==> src/rtl/pattern_loader_pkg.sv <==
// Shared array geometry, PE cell-state encodings and ASCII command bytes for the pattern loader.
package pattern_loader_pkg;

    localparam int unsigned N_PX_BITS     = 2;
    localparam int unsigned N_PY_BITS     = 2;
    localparam int unsigned PE_STATE_BITS = 1;

    localparam logic [PE_STATE_BITS-1:0] PE_STATE_LIVE = 1'b1;
    localparam logic [PE_STATE_BITS-1:0] PE_STATE_DEAD = 1'b0;

    localparam logic [7:0] CH_START    = 8'h53;  // 'S'
    localparam logic [7:0] CH_END      = 8'h45;  // 'E'
    localparam logic [7:0] CH_LIVE     = 8'h4F;  // 'O'
    localparam logic [7:0] CH_LIVE_ALT = 8'h2A;  // '*'
    localparam logic [7:0] CH_DEAD     = 8'h2E;  // '.'
    localparam logic [7:0] CH_NL       = 8'h0A;
    localparam logic [7:0] CH_CR       = 8'h0D;

    typedef enum logic [2:0] {
        BC_LIVE,
        BC_DEAD,
        BC_NL,
        BC_CR,
        BC_END,
        BC_START,
        BC_OTHER
    } byte_class_e;

    typedef struct packed {
        logic [N_PX_BITS-1:0]     x;
        logic [N_PY_BITS-1:0]     y;
        logic [PE_STATE_BITS-1:0] state;
    } cell_wr_t;

    function automatic byte_class_e classify(input logic [7:0] b);
        byte_class_e c;
        c = BC_OTHER;
        if (b == CH_LIVE || b == CH_LIVE_ALT) c = BC_LIVE;
        else if (b == CH_DEAD)                c = BC_DEAD;
        else if (b == CH_NL)                  c = BC_NL;
        else if (b == CH_CR)                  c = BC_CR;
        else if (b == CH_END)                 c = BC_END;
        else if (b == CH_START)               c = BC_START;
        return c;
    endfunction

endpackage

==> src/rtl/pattern_loader.sv <==
// Loads an ASCII cell pattern into the PE array: clears the array on 'S', then writes
// one cell per accepted character while holding array evolution off.
module pattern_loader
    import pattern_loader_pkg::*;
#(
    parameter int unsigned NX = 2**N_PX_BITS,
    parameter int unsigned NY = 2**N_PY_BITS
) (
    input  logic                     clk,
    input  logic                     rst_n,
    input  logic                     in_valid,
    input  logic [7:0]               in_data,
    output logic                     in_ready,
    output logic                     wr_en,
    output logic [N_PX_BITS-1:0]     wr_x,
    output logic [N_PY_BITS-1:0]     wr_y,
    output logic [PE_STATE_BITS-1:0] wr_state,
    output logic                     run_en,
    output logic                     busy,
    output logic                     bad_char
);

    localparam int unsigned XW = N_PX_BITS + 1;
    localparam logic [XW-1:0]        X_END  = XW'(NX);
    localparam logic [N_PX_BITS-1:0] X_LAST = N_PX_BITS'(NX - 1);
    localparam logic [N_PY_BITS-1:0] Y_LAST = N_PY_BITS'(NY - 1);

    typedef enum logic [1:0] {
        ST_IDLE,
        ST_CLEAR,
        ST_LOAD
    } state_e;

    state_e                 state;
    logic [N_PX_BITS-1:0]   cx;
    logic [N_PY_BITS-1:0]   cy;
    logic [N_PX_BITS-1:0]   cx_nxt;
    logic [N_PY_BITS-1:0]   cy_nxt;
    logic [XW-1:0]          cur_x;
    logic [N_PY_BITS-1:0]   cur_y;
    cell_wr_t               wr_q;
    logic                   accept;
    logic                   start;
    byte_class_e            cls;

    // Handshake and run gating are pure decodes of the state register.
    assign in_ready = (state != ST_CLEAR);
    assign run_en   = (state == ST_IDLE);
    assign busy     = (state != ST_IDLE);

    assign accept = in_valid && in_ready;
    assign cls    = classify(in_data);
    assign start  = accept && (cls == BC_START);

    assign wr_x     = wr_q.x;
    assign wr_y     = wr_q.y;
    assign wr_state = wr_q.state;

    // Row-major successor of the cell currently being cleared.
    always_comb begin
        cx_nxt = cx + N_PX_BITS'(1);
        cy_nxt = cy;
        if (cx == X_LAST) begin
            cx_nxt = '0;
            cy_nxt = cy + N_PY_BITS'(1);
        end
    end

    // cx/cy always name the cell on the write port during CLEAR, so the final
    // write is recognised by the counters alone.
    always_ff @(posedge clk or negedge rst_n) begin
        if (!rst_n) begin
            state    <= ST_IDLE;
            cx       <= '0;
            cy       <= '0;
            cur_x    <= '0;
            cur_y    <= '0;
            wr_en    <= 1'b0;
            wr_q     <= '{x: '0, y: '0, state: PE_STATE_DEAD};
            bad_char <= 1'b0;
        end else begin
            wr_en <= 1'b0;
            if (start) begin
                state    <= ST_CLEAR;
                cx       <= '0;
                cy       <= '0;
                bad_char <= 1'b0;
                wr_en    <= 1'b1;
                wr_q     <= '{x: '0, y: '0, state: PE_STATE_DEAD};
            end else begin
                unique case (state)
                    ST_IDLE: begin
                    end
                    ST_CLEAR: begin
                        if (cx == X_LAST && cy == Y_LAST) begin
                            state <= ST_LOAD;
                            cur_x <= '0;
                            cur_y <= '0;
                        end else begin
                            cx    <= cx_nxt;
                            cy    <= cy_nxt;
                            wr_en <= 1'b1;
                            wr_q  <= '{x: cx_nxt, y: cy_nxt, state: PE_STATE_DEAD};
                        end
                    end
                    ST_LOAD: begin
                        if (accept) begin
                            unique case (cls)
                                BC_LIVE, BC_DEAD: begin
                                    // Cursor saturates at X_END; excess characters are swallowed.
                                    if (cur_x < X_END) begin
                                        wr_en <= 1'b1;
                                        wr_q  <= '{x: cur_x[N_PX_BITS-1:0], y: cur_y,
                                                   state: (cls == BC_LIVE) ? PE_STATE_LIVE
                                                                           : PE_STATE_DEAD};
                                        cur_x <= cur_x + XW'(1);
                                    end
                                end
                                BC_NL: begin
                                    cur_x <= '0;
                                    if (cur_y == Y_LAST) state <= ST_IDLE;
                                    else                 cur_y <= cur_y + N_PY_BITS'(1);
                                end
                                BC_END:  state <= ST_IDLE;
                                BC_CR: begin
                                end
                                BC_OTHER: bad_char <= 1'b1;
                                default: begin
                                end
                            endcase
                        end
                    end
                    default: state <= ST_IDLE;
                endcase
            end
        end
    end

endmodule
==> config.mk <==
export PLATFORM = sky130hd
export DESIGN_NAME = pattern_loader
export DESIGN_NICKNAME = d
export VERILOG_FILES = /design/src/rtl/pattern_loader_pkg.sv /design/src/rtl/pattern_loader.sv
export SDC_FILE = /design/constraint.sdc
export NUM_CORES = 1
export LEC_CHECK = 0
export CAP_MARGIN = 20
export CORE_UTILIZATION = 25
export CTS_CLUSTER_SIZE = 10
export DETAILED_ROUTE_END_ITERATION = 10
export GPL_TIMING_DRIVEN = 0
export HOLD_SLACK_MARGIN = 0.05
export PLACE_DENSITY_LB_ADDON = 0.12
export SYNTH_ARGS = -nofsm -noshare
export SYNTH_HDL_FRONTEND = slang
export SYNTH_SLANG_ARGS = --single-unit
==> constraint.sdc <==
create_clock -name clk -period 1.81 [get_ports clk]
set_input_delay 0.181 -clock clk [delete_from_list [all_inputs] [get_ports clk]]
set_output_delay 0.181 -clock clk [all_outputs]
set_load 0.02 [all_outputs]
==> flow_summary.yaml, run 1 <==
sta:
  drv_slew: 0
  fin_crit_ns: 1.78
  max_freq_mhz: 561
  slew_headroom: 0.406
  rsz0062_at_grt: "true"
  hold_viol: 0
  setup_viol: 0
  timing.final.ws_setup_ns: 0.0286
  worst_slew_pin_slew_ns: 0.888
  finClkSkew_ns: 0.000904
  fin_crit_sh: 0.984
global_routing:
  grt_overflow_total: 0
  grt_max_degree: 19
  grt_pass1_vias: 1169
  antenna_found_initial: 0
  grt_pass1_wl_mm: 5.58
  track_usage: 0.137
floorplan:
  io_pins: 21
  num_rows: 25
  core_mm2: 0.00482
  start_util: 0.265
  dieHeight_um: 73.5
  die_w_um: 73.5
  dieArea_mm2: 0.00539
power:
  ir_drop_uv: 339
  power_density_mw_per_mm2: 1040
  power_uw: 1770
  leakage_uw: 0.000698
clocking:
  tritoncts: "built"
  cts_root_buf: "clkbuf_8"
  clk_pin_slew_worst_paths_ns: 0.07
  clock_sinks: 18
  clkLatencyLatePin_ns: 0.25
  cts.path.max_buffers: 2
  htree_num_levels: 1
  numCtsBuffers: 3
  cts_hold_buf: 0
run_status:
  status: "finished, final reports clean"
logic_synthesis:
  syn_avg_cell_area_um2: 10.4
  synth-seq-cells: 18
  synth_top_cell_area_share: 0.353
  synth-edff-count: 0
  synth_top_cell_by_area: "dfrtp_1"
  ys_warn_count: 0
  ys.flop_type: "dfrtp_1"
  syn_area_mm2: 0.00128
  ys_async_sr_fraction: 1.00
  seq_area_frac_synth: 0.353
  netlist_top_cells_area: "dfrtp_1 35%, ha_1 6.9%, mux2_4 4.7%"
  synth_fp_nets: 141
  synthCells: 123
  ys_types: 46
cells_and_area:
  final_cell_mix: "18 x dfrtp_1, 11 x clkdlybuf4s50_1, 9 x buf_4"
  final_area_mm2: 0.00170
  drive_above_1_share: 0.239
  syn_to_final_growth_pct: 33.4
  nets: 175
  fillers: 518
  n_antenna_cell: 0
  final_common_cell: "dfrtp_1"
  final_core_util: 0.354
critical_path:
  cp.depth: 7
  cpPeakStageDelay_ns: 0.46
  path_max_fanout: 4
  r2r_cells: 7
  crit_type: "reg2reg"
  crit_family: "simple AND/OR/NAND/NOR gates"
  end_kind: "register"
  cp.arrival_ns: 1.96
  critPathBufInv: 2
  critical_path.cell_chain: "inv_2 > ha_2 > nor2b_1 > nand4b_1 > buf_4 > or4_1 > o21ai_1"
  crit_required_ns: 1.99
  cp_slowest_cell: "or4_1"
  cp-start-kind: "register"
routing:
  drc: 0
  num_vias: 1079
  drt_iter0_drc: 28
  vias_per_cell: 4.86
  firstDrtPassIters: 4
  ant_nets: 0
  routedWlPerCell_um: 14.7
  drt_wl_total_mm: 3.26
placement:
  dp_slack_ns: -0.527
  placed_cell_area_mm2: 0.00156
  dpl.hpwl_mm: 2.36
  gp_congestion: 0.786
  portBuffers: 20
flow_run:
  cap_violations: 0
min_path:
  min_path_type: "in2async"
## area by class of cell
class / count / area (um2) / share of cell area
repair buffers: 29 / 265 / 0.156
inverters: 6 / 22.5 / 0.0132
flip-flops and latches: 18 / 450 / 0.265
well taps: 67 / 83.8 / 0.0492
clock buffers: 3 / 41.3 / 0.0242
multi-input cells: 94 / 788 / 0.463
plain buffers: 5 / 51.3 / 0.0301
## power breakdown
group | total [uW] | switching [uW] | internal, uW | leakage (uW)
Sequential | 598 | 87.7 | 510 | 0.000217
Combinational | 879 | 428 | 451 | 0.000459
Clock | 290 | 142 | 148 | 0.0000216
## Yosys cell counts, types with 3 or more instances
cell      instances
xor2_1            3
and4bb_2          3
o21ai_0           8
nand4b_1          3
mux2_4            4
nand3b_1          3
nand2_1           5
mux2i_1           4
a21oi_1           4
ha_1              7
nor2_1            8
o311ai_0          4
inv_1             6
nand3_1           7
dfrtp_1          18
## logic make-up (layout without fill, tap and decap cells)
| kind of cell | Yosys count | in the layout | share of synthesized area |
|---|---|---|---|
| fa+ha+maj | 7 | 7 | 0.0686 |
| mux | 9 | 9 | 0.0873 |
| simple gates | 44 | 44 | 0.234 |
| flops | 18 | 18 | 0.353 |
| buf+inv | 11 | 43 | 0.0549 |
| compound gates | 31 | 31 | 0.181 |
| xor+xnor | 3 | 3 | 0.0206 |
## worst paths after layout
check / slack, ns / start / to
setup / recovery: 0.03 / state[0] / cur_x[0]
min in group clk: 0.51 / in_data[2] / wr_state
hold reg to reg: 0.51 / wr_y[1] / wr_y[1]
hold / removal: 0.43 / rst_n / cx[0]
setup reg to reg: 0.03 / state[0] / cur_x[0]
max in group asynchronous: 0.84 / rst_n / bad_char
## metrics by stage
stage                     setup TNS, ns  instances  hold slack, ns
after detailed placement          -7.21        210           0.483
after floorplan                       0        123          -0.115
after CTS                             0        217           0.461
final                                 0        222           0.428
after global routing             -0.296        222           0.497
after global placement            -7.33        210           0.495
## routing by layer
metal	vias to the layer above	routed length (um)	GRT usage
met4	0	37	0.0449
met2	23	1410	0.220
li1	539	-	-
met1	513	1690	0.190
met3	4	123	0.0165
met5	-	0	0
## flip-flops by register name, indices dropped and copies added (netlist names)
register / count
wr_x: 2
cy: 2
state: 2
cur_y: 2
bad_char: 1
wr_en: 1
cx: 2
wr_y: 2
cur_x: 3
wr_state: 1
## timing repair
action	4_1_cts	5_1_grt
setup endpoints to repair	20	11
resized for setup	17	8
hold endpoints to repair	0	0
buffers inserted	4	5
pin swaps	2	2
Note: power is estimated with default switching activity, not from simulation.
==> run 2, diff against run 1 <==
--- a/config.mk
+++ b/config.mk
@@ -11,7 +11,7 @@
 export DETAILED_ROUTE_END_ITERATION = 10
 export GPL_TIMING_DRIVEN = 0
 export HOLD_SLACK_MARGIN = 0.05
-export PLACE_DENSITY_LB_ADDON = 0.12
+export PLACE_DENSITY = 0.41
 export SYNTH_ARGS = -nofsm -noshare
 export SYNTH_HDL_FRONTEND = slang
 export SYNTH_SLANG_ARGS = --single-unit
==> constraint.sdc (replaced) <==
create_clock -name clk -period 1.9 [get_ports clk]
set_input_delay 0.19 -clock clk [delete_from_list [all_inputs] [get_ports clk]]
set_output_delay 0.19 -clock clk [all_outputs]
set_load 0.02 [all_outputs]
==> run 2 against run 1 <==
  * Sequential share of layout area is 0.24 points higher
  * Critical path type unchanged
  * Largest power group unchanged
  * Clock skew is essentially flat
  * Count of clock-buffer cells in the layout rose by 1
  * Global-route usage fell by 0.88 points
  * Combinational power decreased by 6.1%
  * Highest routed layer unchanged
  * Utilization is 0.31 points lower
  * Non-clock buffer count fell by 5
==> flow_summary.yaml, run 2 (same netlist as run 1, synthesis figures left out) <==
floorplan:
  start_util: 0.265
  dieHeight_um: 73.5
  core_mm2: 0.00482
  num_rows: 25
  dieArea_mm2: 0.00539
  io_pins: 21
  die_w_um: 73.5
placement:
  placed_cell_area_mm2: 0.00156
  gp_congestion: 0.766
  dpl.hpwl_mm: 2.35
  portBuffers: 20
clocking:
  clkLatencyLatePin_ns: 0.25
  tritoncts: "built"
  clk_pin_slew_worst_paths_ns: 0.07
  cts_hold_buf: 0
  clock_sinks: 18
  numCtsBuffers: 3
  htree_num_levels: 1
  cts.path.max_buffers: 2
  cts_root_buf: "clkbuf_8"
sta:
  hold_viol: 0
  slew_headroom: 0.399
  max_freq_mhz: 553
  setup_viol: 0
  fin_crit_ns: 1.81
  rsz0062_at_grt: "false"
  setup_tns_ns: 0
  worst_slew_pin_slew_ns: 0.899
  fin_crit_sh: 0.953
  finClkSkew_ns: 0.00104
  drv_slew: 0
cells_and_area:
  nets: 170
  final_common_cell: "dfrtp_1"
  fillers: 509
  drive_above_1_share: 0.205
  n_antenna_cell: 0
  top_register: "cur_x"
  largest_reg_flops: 3
  syn_to_final_growth_pct: 32.3
  final_area_mm2: 0.00169
  final_cell_mix: "18 x dfrtp_1, 13 x clkdlybuf4s50_1, 8 x nor2_1"
critical_path:
  critical_path.most_common_cell: "buf_4"
  cp-start-kind: "register"
  r2r_cells: 7
  end_kind: "register"
  r2r-end: "cur_x[0]"
  path_max_fanout: 6
  rrSetupSlack_ns: 0.09
  critical_path.cell_chain: "buf_4 > ha_2 > nor2b_1 > nand4b_1 > buf_4 > or4_1 > o21ai_1"
  cp.arrival_ns: 1.99
  cpPeakStageDelay_ns: 0.46
  cp_slowest_cell: "or4_1"
  r2r-start: "state[1]"
  crit_required_ns: 2.08
  crit_type: "reg2reg"
power:
  ir_drop_uv: 285
  leakage_uw: 0.000707
  power_density_mw_per_mm2: 1010
global_routing:
  grt_pass1_vias: 1049
  grt_overflow_total: 0
  grt_max_degree: 19
  antenna_found_initial: 0
  grt_pass1_wl_mm: 5.21
  track_usage: 0.128
routing:
  vias_per_cell: 4.89
  drc: 0
  firstDrtPassIters: 4
  drt_wl_total_mm: 3.14
  ant_nets: 0
  drt_iter0_drc: 33
  routedWlPerCell_um: 14.4
  num_vias: 1065
flow_run:
  cap_violations: 0
min_path:
  min_path_type: "in2reg"
  hold_depth: 4
  holdPathEnd: "wr_state"
  hold_start: "in_data[2]"
run_status:
  status: "finished, final reports clean"
==> run 2: repair_timing <==
action                                  in CTS  in global routing
endpoints found under the setup margin      18                 12
gates resized for setup                      8                 10
setup buffers                                2                  2
pin swaps                                    2                  1
==> run 2: worst max-delay path: cells and delay by family, from the launching register on <==
family,cells,cell delay [ns]
and+or+nand+nor,3,0.78
DFF,1,0.38
buffers and inverters,2,0.31
adders and majority gates,1,0.18
AOI/OAI and AO/OA,1,0.09
==> run 2: per-layer routing <==
| metal | part of all wire | up-vias | global-route usage | wire length, um |
|---|---|---|---|---|
| met5 | 0 | - | 0 | 0 |
| met4 | 0.018 | 0 | 0.0513 | 56 |
| met3 | 0.041 | 4 | 0.0137 | 128 |
| met2 | 0.44 | 33 | 0.205 | 1380 |
| met1 | 0.50 | 496 | 0.176 | 1570 |
| li1 | - | 532 | - | - |
==> run 2: how the worst max path moves through the flow <==
stage | depth (start not counted) | slack [ns] | end | start
after global routing | 7 | 0.002 | cur_x[0] | state[1]
after CTS | 7 | 0.004 | cur_x[0] | state[1]
after floorplan | 7 | 0.08 | cur_x[1] | state[1]
final | 7 | 0.09 | cur_x[0] | state[1]
after global placement | 7 | -0.49 | cur_y[0] | in_data[3]
after detailed placement | 5 | -0.45 | wr_x[0] | in_data[5]
==> run 2: area by class of cell <==
cell class	count	area, um2	share of cell area
multi-input combinational	94	788	0.467
tap	67	83.8	0.0497
timing repair buffer	24	236	0.140
sequential	18	450	0.267
clock buffer	4	55.1	0.0326
inverter	6	22.5	0.0133
buffer	5	51.3	0.0304
==> run 2: per-stage QoR <==
step                       util  hold WS (ns)  total power [uW]  setup WS (ns)  std cells
after global placement    0.324         0.496              1360         -0.494        210
after floorplan               -        -0.106              1100         0.0773        123
after detailed placement  0.324         0.483              1370         -0.453        210
final                     0.350         0.403              1710         0.0901        218
after CTS                 0.341         0.471              1720        0.00437        216
after global routing      0.350         0.441              1860        0.00213        218
==> run 2: where the power goes <==
| part | leakage (uW) | total, uW | switching [uW] | internal [uW] |
|---|---|---|---|---|
| sequential | 0.000217 | 565 | 79.5 | 486 |
| combinational | 0.000461 | 825 | 399 | 426 |
| clock | 0.0000288 | 320 | 136 | 184 |
